[config.mk]
export PLATFORM = sky130hd
export DESIGN_NAME = fpu_align_stage_flat
export DESIGN_NICKNAME = d
export VERILOG_FILES = /design/src/rtl/fpu_align_stage_if.sv /design/src/rtl/fpu_align_stage.sv /design/src/flat_wrapper.sv
export SDC_FILE = /design/constraint.sdc
export NUM_CORES = 1
export LEC_CHECK = 0
export CAP_MARGIN = 20
export CELL_PAD_IN_SITES_DETAIL_PLACEMENT = 0
export CELL_PAD_IN_SITES_GLOBAL_PLACEMENT = 1
export CORE_ASPECT_RATIO = 1.2
export CORE_UTILIZATION = 30
export CTS_CLUSTER_DIAMETER = 40
export DETAILED_ROUTE_END_ITERATION = 10
export PLACE_DENSITY_LB_ADDON = 0.1
export REMOVE_ABC_BUFFERS = 1
export SLEW_MARGIN = 20
export SYNTH_ARGS = -nofsm -noshare
export SYNTH_HDL_FRONTEND = slang
export SYNTH_SLANG_ARGS = --single-unit
[constraint.sdc]
create_clock -name clk -period 11.6 [get_ports clk]
set_clock_uncertainty 0.1 [all_clocks]
set_input_delay 2.32 -clock clk [delete_from_list [all_inputs] [get_ports clk]]
set_output_delay 2.32 -clock clk [all_outputs]
set_load 0.01 [all_outputs]
[src/rtl/fpu_align_stage_if.sv]
// Operand/result handshake bundle for fpu_align_stage.
// master = upstream producer + downstream consumer side, slave = the align stage.
interface fpu_align_stage_if;
  localparam int unsigned FP_W  = 32;
  localparam int unsigned EXP_W = 8;
  localparam int unsigned MAN_W = 27;
  localparam int unsigned CLS_W = 8;
  localparam int unsigned SEL_W = 2;

  logic               in_valid;
  logic               in_ready;
  logic [FP_W-1:0]    in_a;
  logic [FP_W-1:0]    in_b;
  logic [SEL_W-1:0]   in_sel;

  logic               out_valid;
  logic               out_ready;
  logic [SEL_W-1:0]   out_sel;
  logic               out_swap;
  logic               out_sign_x;
  logic               out_sign_y;
  logic [EXP_W-1:0]   out_exp_x;
  logic [EXP_W-1:0]   out_exp_y;
  logic [MAN_W-1:0]   out_man_x;
  logic [MAN_W-1:0]   out_man_y;
  logic [CLS_W-1:0]   out_cls;

  modport master (
    output in_valid, in_a, in_b, in_sel, out_ready,
    input  in_ready, out_valid, out_sel, out_swap, out_sign_x, out_sign_y,
           out_exp_x, out_exp_y, out_man_x, out_man_y, out_cls
  );

  modport slave (
    input  in_valid, in_a, in_b, in_sel, out_ready,
    output in_ready, out_valid, out_sel, out_swap, out_sign_x, out_sign_y,
           out_exp_x, out_exp_y, out_man_x, out_man_y, out_cls
  );
endinterface

[src/rtl/fpu_align_stage.sv]
// FPU front stage: unpack, classify, order and align two single-precision operands
// behind a 2-entry skid buffer. Define FPU_DENORM_EN to keep denormals (else flush to zero).
module fpu_align_stage (
  input  logic               clk,
  input  logic               rst,
  fpu_align_stage_if.slave   io
);
  localparam int unsigned FP_W   = 32;
  localparam int unsigned EXP_W  = 8;
  localparam int unsigned FRAC_W = 23;
  localparam int unsigned MAN_W  = 27;
  localparam int unsigned CLS_W  = 8;
  localparam int unsigned SEL_W  = 2;

  localparam logic [SEL_W-1:0] SEL_SUB = 2'b01;

  typedef struct packed {
    logic              sign;
    logic [EXP_W-1:0]  exp;
    logic [MAN_W-1:0]  man;
    logic              nan;
    logic              inf;
    logic              zero;
    logic              den;
  } op_t;

  typedef struct packed {
    logic [SEL_W-1:0]  sel;
    logic              swap;
    logic              sign_x;
    logic              sign_y;
    logic [EXP_W-1:0]  exp_x;
    logic [EXP_W-1:0]  exp_y;
    logic [MAN_W-1:0]  man_x;
    logic [MAN_W-1:0]  man_y;
    logic [CLS_W-1:0]  cls;
  } beat_t;

  // Unpack one IEEE-754 single into sign / effective exponent / {hidden, frac, GRS} + class.
  function automatic op_t unpack_op(input logic [FP_W-1:0] f);
    op_t  o;
    logic exp_max;
    logic exp_zero;
    logic frac_nz;
    exp_max  = &f[FP_W-2 -: EXP_W];
    exp_zero = ~|f[FP_W-2 -: EXP_W];
    frac_nz  = |f[FRAC_W-1:0];
    o        = '0;
    o.sign   = f[FP_W-1];
    o.nan    = exp_max & frac_nz;
    o.inf    = exp_max & ~frac_nz;
    o.den    = exp_zero & frac_nz;
`ifdef FPU_DENORM_EN
    o.zero   = exp_zero & ~frac_nz;
    o.exp    = (exp_zero & frac_nz) ? EXP_W'(1) : f[FP_W-2 -: EXP_W];
    o.man    = {~exp_zero, f[FRAC_W-1:0], 3'b000};
`else
    o.zero   = exp_zero;
    o.exp    = f[FP_W-2 -: EXP_W];
    o.man    = exp_zero ? '0 : {1'b1, f[FRAC_W-1:0], 3'b000};
`endif
    return o;
  endfunction

  op_t               w_op_a;
  op_t               w_op_b;
  op_t               w_op_b_s;
  op_t               w_x;
  op_t               w_y;
  logic              w_swap;
  logic [EXP_W-1:0]  w_d;
  logic              w_far;
  logic [MAN_W-1:0]  w_shifted;
  logic [MAN_W-1:0]  w_lost_mask;
  logic              w_sticky;
  logic [MAN_W-1:0]  w_man_y_al;
  logic [MAN_W-1:0]  w_man_y;
  beat_t             w_beat;

  assign w_op_a = unpack_op(io.in_a);
  assign w_op_b = unpack_op(io.in_b);

  // Subtraction becomes addition of -B before the operands are ordered.
  always_comb begin
    w_op_b_s      = w_op_b;
    w_op_b_s.sign = w_op_b.sign ^ (io.in_sel == SEL_SUB);
  end

  // Add/sub put the larger magnitude in X; mul/div keep A/B order.
  assign w_swap = ~io.in_sel[1] & (io.in_b[FP_W-2:0] > io.in_a[FP_W-2:0]);
  assign w_x    = w_swap ? w_op_b_s : w_op_a;
  assign w_y    = w_swap ? w_op_a   : w_op_b_s;

  assign w_d         = w_x.exp - w_y.exp;
  assign w_far       = (w_d >= EXP_W'(MAN_W));
  assign w_shifted   = w_y.man >> w_d;
  assign w_lost_mask = ~({MAN_W{1'b1}} << w_d);
  assign w_sticky    = |(w_y.man & w_lost_mask);
  assign w_man_y_al  = w_far ? {{(MAN_W-1){1'b0}}, |w_y.man}
                             : {w_shifted[MAN_W-1:1], w_shifted[0] | w_sticky};
  assign w_man_y     = io.in_sel[1] ? w_y.man : w_man_y_al;

  always_comb begin
    w_beat        = '0;
    w_beat.sel    = io.in_sel;
    w_beat.swap   = w_swap;
    w_beat.sign_x = w_x.sign;
    w_beat.sign_y = w_y.sign;
    w_beat.exp_x  = w_x.exp;
    w_beat.exp_y  = w_y.exp;
    w_beat.man_x  = w_x.man;
    w_beat.man_y  = w_man_y;
    w_beat.cls    = {w_op_a.nan, w_op_a.inf, w_op_a.zero, w_op_a.den,
                     w_op_b.nan, w_op_b.inf, w_op_b.zero, w_op_b.den};
  end

  beat_t r_main;
  beat_t r_skid;
  logic  r_main_valid;
  logic  r_skid_valid;

  beat_t w_main_nxt;
  beat_t w_skid_nxt;
  logic  w_main_valid_nxt;
  logic  w_skid_valid_nxt;
  logic  w_drain;
  logic  w_accept;

  assign w_drain  = r_main_valid & io.out_ready;
  assign w_accept = io.in_valid & ~r_skid_valid;

  // Skid buffer: main refills from skid first, then from the input; otherwise input parks in skid.
  always_comb begin
    w_main_nxt       = r_main;
    w_skid_nxt       = r_skid;
    w_main_valid_nxt = r_main_valid;
    w_skid_valid_nxt = r_skid_valid;
    if (!r_main_valid || w_drain) begin
      if (r_skid_valid) begin
        w_main_nxt       = r_skid;
        w_main_valid_nxt = 1'b1;
        w_skid_valid_nxt = 1'b0;
      end else if (w_accept) begin
        w_main_nxt       = w_beat;
        w_main_valid_nxt = 1'b1;
      end else begin
        w_main_valid_nxt = 1'b0;
      end
    end else if (w_accept) begin
      w_skid_nxt       = w_beat;
      w_skid_valid_nxt = 1'b1;
    end
  end

  always_ff @(posedge clk) begin
    if (rst) begin
      r_main       <= '0;
      r_skid       <= '0;
      r_main_valid <= 1'b0;
      r_skid_valid <= 1'b0;
    end else begin
      r_main       <= w_main_nxt;
      r_skid       <= w_skid_nxt;
      r_main_valid <= w_main_valid_nxt;
      r_skid_valid <= w_skid_valid_nxt;
    end
  end

  assign io.in_ready   = ~r_skid_valid;
  assign io.out_valid  = r_main_valid;
  assign io.out_sel    = r_main.sel;
  assign io.out_swap   = r_main.swap;
  assign io.out_sign_x = r_main.sign_x;
  assign io.out_sign_y = r_main.sign_y;
  assign io.out_exp_x  = r_main.exp_x;
  assign io.out_exp_y  = r_main.exp_y;
  assign io.out_man_x  = r_main.man_x;
  assign io.out_man_y  = r_main.man_y;
  assign io.out_cls    = r_main.cls;

endmodule

[src/flat_wrapper.sv]
// flat-port wrapper written by rule: the top's interface ports become plain ports
module fpu_align_stage_flat 
  (clk, rst, io_in_valid, io_in_a, io_in_b, io_in_sel, io_out_ready, io_in_ready, io_out_valid, io_out_sel, io_out_swap, io_out_sign_x, io_out_sign_y, io_out_exp_x, io_out_exp_y, io_out_man_x, io_out_man_y, io_out_cls);
  fpu_align_stage_if io_i ();
  input  logic clk;
  input  logic rst;
  input wire logic [$bits(io_i.in_valid)-1:0] io_in_valid;
  input wire logic [$bits(io_i.in_a)-1:0] io_in_a;
  input wire logic [$bits(io_i.in_b)-1:0] io_in_b;
  input wire logic [$bits(io_i.in_sel)-1:0] io_in_sel;
  input wire logic [$bits(io_i.out_ready)-1:0] io_out_ready;
  output wire logic [$bits(io_i.in_ready)-1:0] io_in_ready;
  output wire logic [$bits(io_i.out_valid)-1:0] io_out_valid;
  output wire logic [$bits(io_i.out_sel)-1:0] io_out_sel;
  output wire logic [$bits(io_i.out_swap)-1:0] io_out_swap;
  output wire logic [$bits(io_i.out_sign_x)-1:0] io_out_sign_x;
  output wire logic [$bits(io_i.out_sign_y)-1:0] io_out_sign_y;
  output wire logic [$bits(io_i.out_exp_x)-1:0] io_out_exp_x;
  output wire logic [$bits(io_i.out_exp_y)-1:0] io_out_exp_y;
  output wire logic [$bits(io_i.out_man_x)-1:0] io_out_man_x;
  output wire logic [$bits(io_i.out_man_y)-1:0] io_out_man_y;
  output wire logic [$bits(io_i.out_cls)-1:0] io_out_cls;
  assign io_i.in_valid = io_in_valid;
  assign io_i.in_a = io_in_a;
  assign io_i.in_b = io_in_b;
  assign io_i.in_sel = io_in_sel;
  assign io_i.out_ready = io_out_ready;
  assign io_in_ready = io_i.in_ready;
  assign io_out_valid = io_i.out_valid;
  assign io_out_sel = io_i.out_sel;
  assign io_out_swap = io_i.out_swap;
  assign io_out_sign_x = io_i.out_sign_x;
  assign io_out_sign_y = io_i.out_sign_y;
  assign io_out_exp_x = io_i.out_exp_x;
  assign io_out_exp_y = io_i.out_exp_y;
  assign io_out_man_x = io_i.out_man_x;
  assign io_out_man_y = io_i.out_man_y;
  assign io_out_cls = io_i.out_cls;
  fpu_align_stage u_core (.clk(clk), .rst(rst), .io(io_i));
endmodule
Yosys cells after proc, flatten, opt, wreduce, memory -nomap -nowiden
Cells that the tools add are included.

Eq/ne operators: 1. Bitwise gates (word level): 18. Reduce and logical (&&, ||, !) cells: 16. Mux-type cells: 10. Shift operators: 2. Order comparisons: 2. $add $sub $neg: 1.

Operator list (count): $mux 83 (2); $mux 27 (4); $mux 40 (2); $reduce_or 27->1 (2); $reduce_or 23->1 (2); $gt 31x31->1 (1); $and 27x27->27 (1); $not 27->27 (1); $shl 27x8->27 const A (1); $shr 27x8->27 (1); $reduce_and 8->1 (2); $reduce_or 8->1 (2); $and 1x1->1 (9); $ge 8x5->1 const B (1); $sub 8x8->8 (1); $not 1->1 (5); $reduce_and 2->1 (2); $logic_not 1->1 (3); $eq 2x1->1 const B (1); $mux 1 (2); $reduce_bool 2->1 (1); $reduce_or 2->1 (1); $logic_or 1x1->1 (1); $or 1x1->1 (1); $xor 1x1->1 (1).

Word-level logic and storage cells: 70. Register bits: 168.

Logic depth before layout (Yosys ltp)
Depth after elaboration: 14. Mapped depth: 29. Gate-level depth less buffers: 22.

Worst setup path before layout
Ideal clock, no wire load.

Path type: input to register. Start: in io_in_a[25]. End: reg u_core.r_main (netlist bit u_core.io.out_man_y[0]). Stages: 28. Setup slack: 3876 ps. Data arrival time: 7490 ps. Required time: 11366 ps. Path through: clkbuf_1 inv_1 ha_1 buf_2 nand2_1 nor3_1 nor4_1 and4_1 buf_2 nor2_2 clkbuf_1 clkbuf_1 clkbuf_1 a21oi_1 nand2b_1 ha_1 nand4b_1 o31ai_1 a221o_1 or4_1 buf_2 nor2_4 nor2_1 nor4_1 a21oi_1 a311o_1 nor4_2 a211oi_1.

Longest elaborated chain between the ends: 13. Elaborated cells on any way between the ends: 19. Those cells by class: 1 x add/sub; 2 x order compare; 2 x shift; 7 x mux; 4 x bitwise; 3 x reduce/logical.

RTL lines: start, declared (RTL line flat_wrapper.sv:8) `input wire logic [$bits(io_i.in_a)-1:0] io_in_a;`; $gt 31x31->1 (RTL line fpu_align_stage.sv:90) `assign w_swap = ~io.in_sel[1] & (io.in_b[FP_W-2:0] > io.in_a[FP_W-2:0]);`; $and 1x1->1 (RTL line fpu_align_stage.sv:90); $mux 40, on equally long branches (RTL line fpu_align_stage.sv:91, fpu_align_stage.sv:92); $sub 8x8->8 (RTL line fpu_align_stage.sv:94) `assign w_d = w_x.exp - w_y.exp;`; $shl 27x8->27 (RTL line fpu_align_stage.sv:97) `assign w_lost_mask = ~({MAN_W{1'b1}} << w_d);`; $not 27->27 (RTL line fpu_align_stage.sv:97); $and 27x27->27 (RTL line fpu_align_stage.sv:98) `assign w_sticky = |(w_y.man & w_lost_mask);`; $reduce_or 27->1 (RTL line fpu_align_stage.sv:98); $or 1x1->1 (RTL line fpu_align_stage.sv:100) `: {w_shifted[MAN_W-1:1], w_shifted[0] | w_sticky};`; $mux 27 (RTL line fpu_align_stage.sv:99) `assign w_man_y_al = w_far ? {{(MAN_W-1){1'b0}}, |w_y.man}`; $mux 27 * (RTL line fpu_align_stage.sv:101) `assign w_man_y = io.in_sel[1] ? w_y.man : w_man_y_al;`; $mux 83 * (RTL line fpu_align_stage.sv:143) `end else if (w_accept) begin`; $mux 83 * (RTL line fpu_align_stage.sv:139) `if (r_skid_valid) begin`; end signal, assigned (RTL line fpu_align_stage.sv:162) `r_main <= w_main_nxt;`; end, declared (RTL line fpu_align_stage.sv:117) `beat_t r_main;`.

Mark *: on every way between the ends. The rest lies on a longest branch, timed or not. The select of a mux whose other input is x is not followed. A chain may end at the register's enable or synchronous reset.

Final worst setup path
Start: in io_in_a[24]. End: reg u_core.r_main (netlist bit u_core.io.out_man_y[1]).

Longest elaborated chain between the ends: 9. Elaborated cells on any way between the ends: 13. Those cells by class: 1 x add/sub; 2 x order compare; 1 x shift; 7 x mux; 1 x bitwise; 1 x reduce/logical.

RTL lines (RTL line): $gt 31x31->1 (fpu_align_stage.sv:90); $and 1x1->1 (fpu_align_stage.sv:90); $mux 40, on equally long branches (fpu_align_stage.sv:91, fpu_align_stage.sv:92); $sub 8x8->8 (fpu_align_stage.sv:94); $shr 27x8->27 or $ge 8x5->1 (tied branches) (fpu_align_stage.sv:96, fpu_align_stage.sv:95); $mux 27 (fpu_align_stage.sv:99); $mux 27 * (fpu_align_stage.sv:101); $mux 83 * (fpu_align_stage.sv:143); $mux 83 * (fpu_align_stage.sv:139).

Marks and branches as above.

==> results.cfg <==
[final_layout]
nNetsFinal = 1647
final_common_cell = nand2_1
layout_common_cells = 248 x nand2_1, 164 x nor2_1, 161 x dfxtp_1
diodes = 0
drive_gt1_share_pct = 7.32
synthToLayoutAreaGrowth_pct = 22.4

[clock_tree]
htreeDepth = 4
ctsHoldBuffers = 0
cts_resized = 0
cts_buffer_depth = 2
cts_setup_buffers = 0
cts_tree = done
path_clk_slew_ns = 0.08
clockRootBuffer = clkbuf_16
cts.sink_count = 162
cts_buffers = 17
insertion_delay_ns = 0.46

[setup_path]
start_kind = input port
r2r_slack_ns = 8.29
crit_path_max_incr_delay_ns = 0.82
crit_start = io_in_a[24]
r2r-end = u_core.r_skid[28]
worstSetupPathType = in -> reg
crit_fanout = 36
rr_worst_depth = 7
timing.rr.start = u_core.r_skid_valid
crit_slowest_cell = and4_1
critPathCaptureType = flip-flop
setup.worst_path.end = u_core.io.out_man_y[1]
cp_data_arrival_time_ns = 9.45
cp.required_ns = 11.89
path_cells = clkdlybuf4s50_1 -> inv_1 -> ha_1 -> a21oi_1 -> nor3_1 -> nor4_1 -> and4_1 -> nor2_2 -> buf_4 -> a21oi_1 -> nand2b_1 -> ha_1 -> buf_4 -> clkinv_1 -> buf_4 -> mux4_2 -> mux2i_1 -> a2111oi_0 -> nor3_1 -> or3_1 -> a21oi_1

[timing]
fin_crit_ns = 9.15
setup_ws_ns = 2.45
max_freq_mhz = 109
max_slew_margin_pct = 27.6
maxSlewViolCount = 0
tightestPinTransition_ns = 1.09
whs_ns = 0.348
rsz0062_at_grt = no
hold_viol = 0
finalSetupViolations = 0
period_share_pct = 78.9
finalSetupTns_ns = 0

[place]
gp_congestion = 0.886
io_buffers = 151
post-dp-hpwl_mm = 30.3
place_ws_ns = 2.04

[routing]
vias = 11200
ant_nets = 0
firstDrtPassIters = 5
drc = 0
wl_per_cell_um = 21.1
via_per_inst = 5.54
drt_iter0_markers = 661
wl_mm = 42.7

[floorplan]
num_rows = 76
die_w_um = 176
core_area_sq_um = 35800
die_y_um = 211
initial_core_util_pct = 30.4
dieArea_sq_um = 37000
num_io_pins = 155

[status]
status = finished, final reports clean

[power_and_ir_drop]
max-vdd-ir-drop_v = 0.0000913
fin_total_pwr_mw = 1.82
power_leakage_nw = 4.89
powerDensity_nw_per_um2 = 137

[grt]
grt_util_all_layers_pct = 23.2
grt_pass1_vias = 10700
grt_antenna_before_repair = 0
grt_max_degree = 75
grt.overflow.total = 0
grt_first_pass_wirelength_mm = 66.1

[yosys]
ys.flop_type = dfxtp_1
synth_warnings = 0
synth_area_sq_um = 10900
netlist_instances = 1473
synth_edf_count = 0
syn_avg_cell_area_sq_um = 7.38
ys_types = 81
synthArstFlopShare_pct = 0
ys_seq_area_share_pct = 29.8
ys_seq_elements = 162

[job]
cap_violations = 0

[hold_path]
min-delay-path-class = reg -> reg
-- power breakdown --
part	total, mW	internal, mW	switching [mW]
registers	0.602	0.586	0.0160
clock network	0.623	0.364	0.258
logic	0.600	0.225	0.375
-- final cells by class --
class                      instances  area (sq um)
fill                            3883         22500
clock inverter                    14           200
inverter                          42           158
timing repair buffer             177          1700
multi-input combinational       1145          6980
tap                              468           586
clock buffer                      18           429
sequential                       162          3250
-- registers in the layout (all words and copies together) (netlist names) --
register              flops
u_core.io.out_man_y      27
u_core.io.out_sign_x      1
u_core.r_skid            80
u_core.io.out_exp_x       8
u_core.io.out_swap        1
u_core.io.out_sign_y      1
u_core.io.out_cls         8
u_core.io.out_valid       1
u_core.io.out_exp_y       8
u_core.r_skid_valid       1
u_core.io.out_sel         2
u_core.io.out_man_x      24
-- synthesized netlist by cell type, drive strengths merged, types with 8 or more instances --
library cell / instances / area share (%)
a211oi: 57 / 3.9
a21oi: 139 / 6.4
a22oi: 32 / 2.2
nor4: 26 / 1.9
mux4: 19 / 3.9
and2: 8 / 0.46
a21o: 8 / 0.55
a31oi: 15 / 0.86
o211ai: 35 / 2.4
ha: 32 / 3.7
buf: 30 / 1.6
mux2i: 50 / 4.6
nand3: 29 / 1.3
nor3: 27 / 1.3
inv: 41 / 1.4
o21bai: 8 / 0.55
nand4: 13 / 0.75
dfxtp: 162 / 30
clkbuf: 96 / 3.3
nand2: 250 / 8.7
o22ai: 10 / 0.58
nor2: 168 / 5.9
o21ai: 102 / 4.8
-- layer usage --
metal	vias to the layer above	share of wire (%)	GRT usage [%]
met5	-	0	0
met4	0	1.8	6.99
met3	43	4.2	3.46
met2	279	47	38.0
met1	5422	47	31.4
li1	5477	-	-
-- stage by stage --
stage	util, %	instance area (sq um)	instances
finish	37.2	13300	2026
global route	37.2	13300	2026
CTS	37.2	13300	2026
detailed placement	35.4	12700	1994
global placement	35.4	12700	1994
floorplan	-	10300	1349
-- cell families after synthesis --
| group | Yosys count | share of synthesized area (%) |
|---|---|---|
| other cells | 1 | 0.0345 |
| mux | 76 | 9.26 |
| simple gates | 559 | 22.9 |
| xor+xnor | 4 | 0.322 |
| flops | 162 | 29.8 |
| fa+ha+maj | 32 | 3.68 |
| compound gates | 471 | 27.6 |
| buf+inv | 168 | 6.40 |
-- worst min path at each step --
stage / startpoint / end / cells past startpoint
after floorplan: u_core.r_skid[20] / u_core.r_skid[20] / 2
after global routing: u_core.io.out_man_x[11] / u_core.io.out_man_x[11] / 2
after CTS: u_core.io.out_man_x[15] / u_core.io.out_man_x[15] / 2
final: u_core.io.out_man_x[15] / u_core.io.out_man_x[15] / 2
after global placement: u_core.io.out_man_x[16] / u_core.io.out_man_x[16] / 2
after detailed placement: u_core.io.out_man_x[15] / u_core.io.out_man_x[15] / 2
-- worst max-delay path: cells and delay by family --
kind / cells / cell delay, ns
adder cells (fa/ha/maj): 2 / 0.69
AO/OA/AOI/OAI: 4 / 1.17
buffers and inverters: 6 / 2.72
AND/OR/NAND/NOR: 7 / 2.09
multiplexers: 2 / 0.40
(Power assumes the default switching activity.)
==> RTL edit, RTL diff (config.mk and constraints unchanged) <==
`EXP_W` is set to 8 in 2 places; all go to 6.
--- a/src/rtl/fpu_align_stage_if.sv
+++ b/src/rtl/fpu_align_stage_if.sv
@@ -4,3 +4,3 @@
   localparam int unsigned FP_W  = 32;
-  localparam int unsigned EXP_W = 8;
+  localparam int unsigned EXP_W = 6;
   localparam int unsigned MAN_W = 27;
--- a/src/rtl/fpu_align_stage.sv
+++ b/src/rtl/fpu_align_stage.sv
@@ -8,3 +8,3 @@
   localparam int unsigned FP_W   = 32;
-  localparam int unsigned EXP_W  = 8;
+  localparam int unsigned EXP_W  = 6;
   localparam int unsigned FRAC_W = 23;
Interface: changed (resized io_out_exp_x and io_out_exp_y); port bits go from 155 to 151. No check against the original RTL was run, so the function may have changed too.
==> RTL edit against the unedited design <==
  * Final area is 3.4% lower
  * Synthesized area is 1.4% lower
  * Register-to-register slack worse by 0.03 ns
  * Worst setup slack better by 0.41 ns
  * Critical path type unchanged
  * Non-clock buffer count is 10 lower
  * Routed wire length is 6.4% lower
  * Power is 5.0% lower
  * Clock power is 9.1% lower
  * Sequential cell count is 8 lower
==> RTL edit: results (changes against the unedited design) <==
Placement
  – Final HPWL DP: 28.6 mm (-5.7%)
  – Pre-CTS setup slack: 2.48 ns (+0.441 ns)
  – Placed cell areas: 12300 sq um (-3.1%)
  – Dpl cells: 1912 (-4.1%)

Critical path
  – Setup crit start: io_in_b[25]
  – R2R Path End: u_core.r_skid[22]$_SDFFE_PP0P_
  – Top delay family on crit path: compound AO/OA/AOI/OAI gates
  – Arr. time, crit path: 8.99 ns (-0.46 ns)
  – CP max-delay cell: clkdlybuf4s50_1

Global routing
  – All-Layer GR Usage: 0.221 (-0.0111)
  – First-pass GRT wire length: 62.5 mm (-5.3%)
  – Vias in the first global route: 10.2k (-4.7%)

Synth
  – Synth Area in Compound Gates: 0.268 (-0.00835)
  – Post-Synth XOR/XNOR Area: 0.00993 (+0.00670)
  – Area contributors post-synth: dfxtp_1 (29%), nand2_1 (8.5%), nor2_1 (5.6%), a21oi_1 (5.6%), o21ai_0 (4.7%)
  – Commonest cells in the netlist: nand2_1 (244), nor2_1 (159), dfxtp_1 (154), a21oi_1 (119), o21ai_0 (100)
  – Mux cell area share after synthesis: 0.109 (+0.0161)
  – Syn avg cell area: 7.65 sq um (+3.7%)
  – Yosys cell types: 86 (+6.2%)

Power
  – Pwr/cell area: 135 nW/um^2 (-1.7%)
  – Power share of the combinational group: 0.342 (+0.013)
  – Clk power: 0.000566 W (-9.1%)
  – Sw frac: 0.377 (+0.0209)
  – VDD IR-drop max: 0.0868 mV (-5.0%)
  – LEAKAGE: 4.70 nW (-3.8%)

Clock tree
  – Clock insertion delay at the later pin of the skew report: 0.44 ns (-0.02 ns)

Final layout
  – Max FFs per register: 76 (-5.0%)
  – Nets@finish: 1571 (-4.6%)

STA
  – Minimum clock period: 8.74 ns (-0.411 ns)
  – WHS: 0.350 ns (+0.00293 ns)
  – Least-Margin Pin Slew: 1.05 ns (-0.0330 ns)

Routing
  – First-pass DRT Iterations: 6 (+1)
  – Routed WL per cell: 20.5 um (-2.5%)
  – Vias: 10.5k (-6.1%)

Run status
  – Status: completed

Worst hold path
  – HP Start: u_core.io.out_man_y[24]$_SDFFE_PP0P_
==> RTL edit: changes by cell type in the layout (fill, tap and decap cells not counted), sizes merged, moves of 7 or more <==
cell / before / now
a31oi: 15 / 37
o22ai: 10 / 2
mux2: 7 / 15
nor4: 26 / 10
nor2: 168 / 161
a21oi: 139 / 119
a22oi: 32 / 10
o21bai: 8 / 1
dfxtp: 162 / 154
==> RTL edit: layer usage <==
layer | GRT usage | up-vias | share of wire
met1 | 0.280 | 5030 | 0.45
met5 | 0 | - | 0
met3 | 0.0313 | 41 | 0.039
met2 | 0.387 | 259 | 0.49
met4 | 0.0657 | 0 | 0.021
li1 | - | 5210 | -
==> RTL edit: final cells by class <==
cell class | count | area [sq um]
clock buffers | 17 | 425
clock inverters | 15 | 154
fillers | 3773 | 22200
inverters | 39 | 146
multi-input cells | 1090 | 6840
flip-flops and latches | 154 | 3090
well taps | 462 | 578
repair buffers | 167 | 1620
